File: src/rtl/arb_pkg.sv
// arb_pkg: output-stage state type and width helpers shared by the arbiter request frontend
package arb_pkg;
    typedef enum logic {OUT_EMPTY, OUT_FULL} out_state_t;
    function automatic int unsigned cnt_w(input int unsigned depth);
        return $clog2(depth + 1);
    endfunction
    function automatic int unsigned ptr_w(input int unsigned depth);
        return (depth > 1) ? $clog2(depth) : 1;
    endfunction
endpackage

File: src/rtl/arb_req_fifo.sv
// arb_req_fifo: single-clock per-channel FIFO, power-of-two depth with naturally wrapping pointers
module arb_req_fifo
    import arb_pkg::*;
#(
    parameter int DATA_W     = 32,
    parameter int FIFO_DEPTH = 4
) (
    input  logic              clk,
    input  logic              rst,
    input  logic              push,
    input  logic              pop,
    input  logic [DATA_W-1:0] din,
    output logic [DATA_W-1:0] dout,
    output logic              full,
    output logic              empty
);
    localparam int PTR_W = ptr_w(FIFO_DEPTH);
    localparam int CNT_W = cnt_w(FIFO_DEPTH);
    logic [DATA_W-1:0] r_mem [FIFO_DEPTH];
    logic [PTR_W-1:0]  r_wr_ptr, r_rd_ptr;
    logic [CNT_W-1:0]  r_count;
    logic              w_push, w_pop;
    assign full   = r_count == CNT_W'(FIFO_DEPTH);
    assign empty  = r_count == '0;
    assign w_push = push & ~full;
    assign w_pop  = pop & ~empty;
    assign dout   = r_mem[r_rd_ptr];
    always_ff @(posedge clk or posedge rst) begin
        if (rst) begin
            r_wr_ptr <= '0;
            r_rd_ptr <= '0;
            r_count  <= '0;
        end else begin
            if (w_push) r_wr_ptr <= r_wr_ptr + 1'b1;
            if (w_pop) r_rd_ptr <= r_rd_ptr + 1'b1;
            r_count <= r_count + CNT_W'(w_push) - CNT_W'(w_pop);
        end
    end
    always_ff @(posedge clk) begin
        if (w_push) r_mem[r_wr_ptr] <= din;
    end
endmodule

File: src/rtl/arb_req_frontend.sv
// arb_req_frontend: per-channel FIFOs driving arbiter req, one-hot gnt selects head onto shared valid/ready output; ARB_REQ_FRONTEND_CHK_EN adds sticky gnt_err
module arb_req_frontend
    import arb_pkg::*;
#(
    parameter int NUM_REQ    = 10,
    parameter int DATA_W     = 32,
    parameter int FIFO_DEPTH = 4
) (
    input  logic                       clk,
    input  logic                       rst,
    input  logic [NUM_REQ-1:0]         in_valid,
    output logic [NUM_REQ-1:0]         in_ready,
    input  logic [NUM_REQ*DATA_W-1:0]  in_data,
    output logic [NUM_REQ-1:0]         req,
    input  logic [NUM_REQ-1:0]         gnt,
    output logic                       out_valid,
    input  logic                       out_ready,
    output logic [DATA_W-1:0]          out_data,
`ifdef ARB_REQ_FRONTEND_CHK_EN
    output logic [$clog2(NUM_REQ)-1:0] out_id,
    output logic                       gnt_err
`else
    output logic [$clog2(NUM_REQ)-1:0] out_id
`endif
);
    localparam int ID_W = $clog2(NUM_REQ);
    out_state_t          r_state, w_state_nxt;
    logic [NUM_REQ-1:0]  w_full, w_empty, w_acc, w_pop;
    logic [DATA_W-1:0]   w_head [NUM_REQ];
    logic                w_can_load, w_load;
    logic [ID_W-1:0]     w_id;
    logic [DATA_W-1:0]   r_out_data;
    logic [ID_W-1:0]     r_out_id;
    assign w_can_load = (r_state == OUT_EMPTY) | out_ready;
    assign req        = ~w_empty & {NUM_REQ{w_can_load}};
    assign in_ready   = ~w_full & {NUM_REQ{~rst}};
    assign w_acc      = gnt & req;
    // Isolate the lowest accepted grant bit so a malformed gnt pops at most one FIFO
    assign w_pop      = w_acc & (~w_acc + 1'b1);
    assign w_load     = |w_acc;
    always_comb begin
        w_id = '0;
        for (int k = NUM_REQ - 1; k >= 0; k--) w_id = w_acc[k] ? ID_W'(k) : w_id;
    end
    for (genvar i = 0; i < NUM_REQ; i++) begin : g_ch
        arb_req_fifo #(.DATA_W(DATA_W), .FIFO_DEPTH(FIFO_DEPTH)) u_fifo (
            .clk  (clk),
            .rst  (rst),
            .push (in_valid[i] & in_ready[i]),
            .pop  (w_pop[i]),
            .din  (in_data[i*DATA_W +: DATA_W]),
            .dout (w_head[i]),
            .full (w_full[i]),
            .empty(w_empty[i])
        );
    end
    always_comb begin
        w_state_nxt = w_load ? OUT_FULL : (out_ready ? OUT_EMPTY : r_state);
    end
    always_ff @(posedge clk or posedge rst) begin
        if (rst) r_state <= OUT_EMPTY;
        else r_state <= w_state_nxt;
    end
    always_ff @(posedge clk or posedge rst) begin
        if (rst) begin
            r_out_data <= '0;
            r_out_id   <= '0;
        end else if (w_load) begin
            r_out_data <= w_head[w_id];
            r_out_id   <= w_id;
        end
    end
    assign out_valid = r_state == OUT_FULL;
    assign out_data  = r_out_data;
    assign out_id    = r_out_id;
`ifdef ARB_REQ_FRONTEND_CHK_EN
    logic r_gnt_err, w_illegal;
    assign w_illegal = (|(gnt & ~req)) | (|(gnt & (gnt - 1'b1)));
    always_ff @(posedge clk or posedge rst) begin
        if (rst) r_gnt_err <= 1'b0;
        else if (w_illegal) r_gnt_err <= 1'b1;
    end
    assign gnt_err = r_gnt_err;
`endif
endmodule

File: config.mk
export PLATFORM = sky130hd
export DESIGN_NAME = arb_req_frontend
export DESIGN_NICKNAME = d
export VERILOG_FILES = /design/src/rtl/arb_pkg.sv /design/src/rtl/arb_req_fifo.sv /design/src/rtl/arb_req_frontend.sv
export SDC_FILE = /design/constraint.sdc
export NUM_CORES = 1
export LEC_CHECK = 0
export ABC_AREA = 1
export CORE_ASPECT_RATIO = 1.2
export CORE_MARGIN = 1.5
export CORE_UTILIZATION = 30
export DETAILED_ROUTE_END_ITERATION = 16
export PLACE_DENSITY = 0.56
export SLEW_MARGIN = 20
export SYNTH_ARGS = -nofsm -noshare
export SYNTH_HDL_FRONTEND = slang
export SYNTH_SLANG_ARGS = --single-unit
File: constraint.sdc
create_clock -name clk -period 9.4 [get_ports clk]
set_input_delay 1.41 -clock clk [delete_from_list [all_inputs] [get_ports clk]]
set_output_delay 1.41 -clock clk [all_outputs]
set_load 0.1 [all_outputs]
==> reports/summary.txt <==
share of layout cells above drive strength 1 = 7.703%
Final ANT Viol Nets = 0
status = finished, final reports clean
P_sw = 8.982 mW
WHS Endpoint = out_id[1]
vias in the first global route = 35610
largest family of logic cells by synthesized area = simple AND/OR/NAND/NOR gates
initial antenna violation count = 102
crit end category = output pin
Yosys top cell by area = edfxtp_1
Synth Cell Area = 56650 µm²
WHS Path Cells = 2
vias per cell = 5.047
Post-Route Skew = 45.82 ps
switching portion of total power = 40.88%
max frequency = 188.0 MHz
setup violators final = 0
clock share of power = 26.2%
Setup Buffers After CTS = 0
internal power = 12.99 mW
Pins Over Slew Limit = 0
gate count after technology mapping = 4553
cell row count = 174
wire length per cell = 24.80 µm
htree depth = 4
Chip Height = 479.0 µm
worst-skew pair later-pin latency = 810 ps
#FFs+latches synth = 1387
HP Class = reg2reg
Initial Utilization = 30.22%
largest cells by area after synthesis = edfxtp_1 68%, dfrtp_1 4.7%, o21ai_0 4.3%, nor2_1 3.9%, nand3_1 3.1%
CTS Root Cell = clkbuf_16
worst-case clock buffer depth = 3
net count after synthesis = 4966
Lkg Pwr = 23.79 nW
first-pass GRT wire length = 258500 µm
DR vias = 37910
RSZ-0062 raised after global routing = false
number of buffers created by CTS = 145
Final min period = 5318 ps
Ys Warns = 0
CP max FO = 8
Post-Synth XOR/XNOR Area = 0.7730%
CTS tree = yes
post-synthesis mux area share = 0%
adder-cell share of the synthesized area = 1.679%
Layout Nets = 5319
Power Dens Cells = 322.5 nW/µm²
final worst-path cycle share = 56.57%
Hold-fix buffers, CTS = 0
placed cell count = 7220
Hold Fails Final Rpt = 0
area grow syn2layout = 20.24%
GRT Util Overall = 18.97%
IO Pins = 400
First DRT Iteration DRCs = 3763
Compound-Gate Fraction of Synth Area = 9.958%
Main synth FF type = edfxtp_1
combinational power share = 37.2%
Tightest Pin Transition = 1170 ps
Core Box Area = 187400 µm²
worst vdd ir = 0.2456 mV
Resize count post-CTS = 0
Port Buffers = 399
final instance count without filler cells = 7511
synthesized area per cell = 12.44 µm²
Post-Route WL = 186200 µm
Flop pwr share = 36.6%
sequential share of the synthesized area = 72.57%
total grt overflow = 0
Clock Sinks = 1387
CP Launch Type = input port
DRT Pass-1 Iters = 7
Synth cell types = 40
r2r startpoint = g_ch[8].u_fifo.r_count[1]
Worst Reg2Reg Path Length in Cells = 15
flop-to-flop setup slack = 5040 ps
Arrival @ worst endpoint = 3910 ps
max_slew headroom = 21.73%
pin count of the biggest net entering global routing = 98
die width = 399.7 µm
max-cap violation count = 0
Setup TNS = 0 ps
Synth Area in Simple Gates = 10.63%
crit path kind = in2out
Critical Path RT = 7990 ps
Die ar. = 191500 µm²
post-synth top area share = 67.85%
Final GP Congestion = 0.9329
DR DRC count = 0
clock transition at the registers of the reported paths = 60 ps
number of flops mapped to enable cells by yosys = 1280
Post-synth ARST share = 7.714%
capture point of the worst reg-to-reg path = out_data[25]
HP Start = out_id[1]
hpwl dp = 128300 µm
[cells in the final DEF, fill, tap and decap left out, drive strengths merged, types with 33 or more instances in the layout]
| cell | synthesis | final |
|---|---|---|
| a21oi | 171 | 171 |
| dfrtp | 107 | 107 |
| clkdlybuf4s50 | 0 | 389 |
| nand2 | 446 | 446 |
| o21ai | 511 | 511 |
| clkbuf | 196 | 195 |
| clkinv | 2 | 49 |
| nor2 | 596 | 596 |
| edfxtp | 1280 | 1280 |
| nand3 | 354 | 354 |
| inv | 337 | 342 |
| buf | 78 | 91 |
| a22oi | 42 | 42 |
| o22ai | 216 | 216 |
| xor2 | 37 | 37 |
| ha | 60 | 60 |
| a32o | 33 | 33 |
[through the flow]
| stage | hold slack, ps | setup WS, ps | power [mW] | cell area [µm²] | util [%] |
|---|---|---|---|---|---|
| floorplan | 461.6 | 3863 | 12.97 | 56650 | - |
| global placement | 460.9 | 4041 | 16.22 | 63260 | 33.75 |
| detailed placement | 471.3 | 4059 | 16.29 | 63260 | 33.75 |
| CTS | 487.4 | 4104 | 22.05 | 68000 | 36.28 |
| global route | 507.8 | 4049 | 22.94 | 68070 | 36.31 |
| finish | 485.4 | 4082 | 21.97 | 68120 | 36.34 |
[area by class of cell]
class / count / area, µm²
fill: 18040 / 119300
sequential: 1387 / 41120
multi-input combinational: 2553 / 13220
timing repair buffer: 480 / 4609
clock buffer: 195 / 3886
tap: 2464 / 3083
inverter: 339 / 1286
clock inverter: 70 / 855.8
antenna: 23 / 57.56
[layer usage]
metal  up-vias  wire length (µm)  global-route usage [%]
li1      17060                 -                       -
met1     18830             75160                   24.99
met2      1559             82010                   28.37
met3       352             22560                   7.646
met4       104              5866                   6.010
met5         -               648                       0
[registers in the layout (all words and copies together), names as in the netlist]
register	flops
g_ch.u_fifo.r_mem	1280
g_ch.u_fifo.r_rd_ptr	20
g_ch.u_fifo.r_wr_ptr	20
out_valid	1
out_id	4
out_data	32
g_ch.u_fifo.r_count	30
[cells by family (layout without fill, tap and decap cells)]
kind of cell             Yosys count  in the layout
flip-flops                      1387           1387
XOR/XNOR                          50             50
adder cells (fa/ha/maj)           70             70
AND/OR/NAND/NOR                 1433           1433
AO/OA/AOI/OAI                   1000           1000
buffers and inverters            613           1084
other                              0             23
[worst max-delay path by stage]
stage | from | endpoint | slack, ps | depth (start not counted)
after floorplan | rst | g_ch[5].u_fifo.r_mem[0][0] | 3860 | 4
after global routing | out_ready | req[8] | 4050 | 6
after detailed placement | out_ready | out_data[26] | 4060 | 16
after global placement | out_ready | out_data[6] | 4040 | 15
after CTS | out_ready | req[8] | 4100 | 6
final | out_ready | req[8] | 4080 | 6
[power by group through the flow]
stage	combinational (mW)	sequential, mW	clock [mW]
5_1_grt	8.74	8.10	6.09
3_5_place_dp	8.14	8.15	0
6_report	8.18	8.05	5.75
2_1_floorplan	4.44	8.53	0
3_3_place_gp	8.09	8.13	0
4_1_cts	8.17	8.03	5.86
[synthesized netlist by cell type (3+ instances only)]
master    number
fa_1          10
dfrtp_1      107
nor3_1         3
ha_1          60
nor2_4         3
nand2_1      437
inv_1        319
inv_2         17
a31oi_1       12
nand2_2        8
buf_1          8
a22oi_1       42
o21ai_0      489
xor2_1        37
a32o_1        33
nand3_1      353
o22ai_1      216
nand3b_1      31
buf_2         47
nor2_2         6
xnor2_1       13
buf_4         13
a21oi_1      169
edfxtp_1    1280
o211ai_1      11
nor2_1       587
buf_6         10
clkbuf_1     196
o21ai_1       22
[critical path, stage by stage]
cell	delay [ps]
clkdlybuf4s50_1	470
inv_2	50
nand2_4	100
inv_4	130
a31oi_1	480
clkdlybuf4s50_1	1240
(Power assumes the default switching activity.)
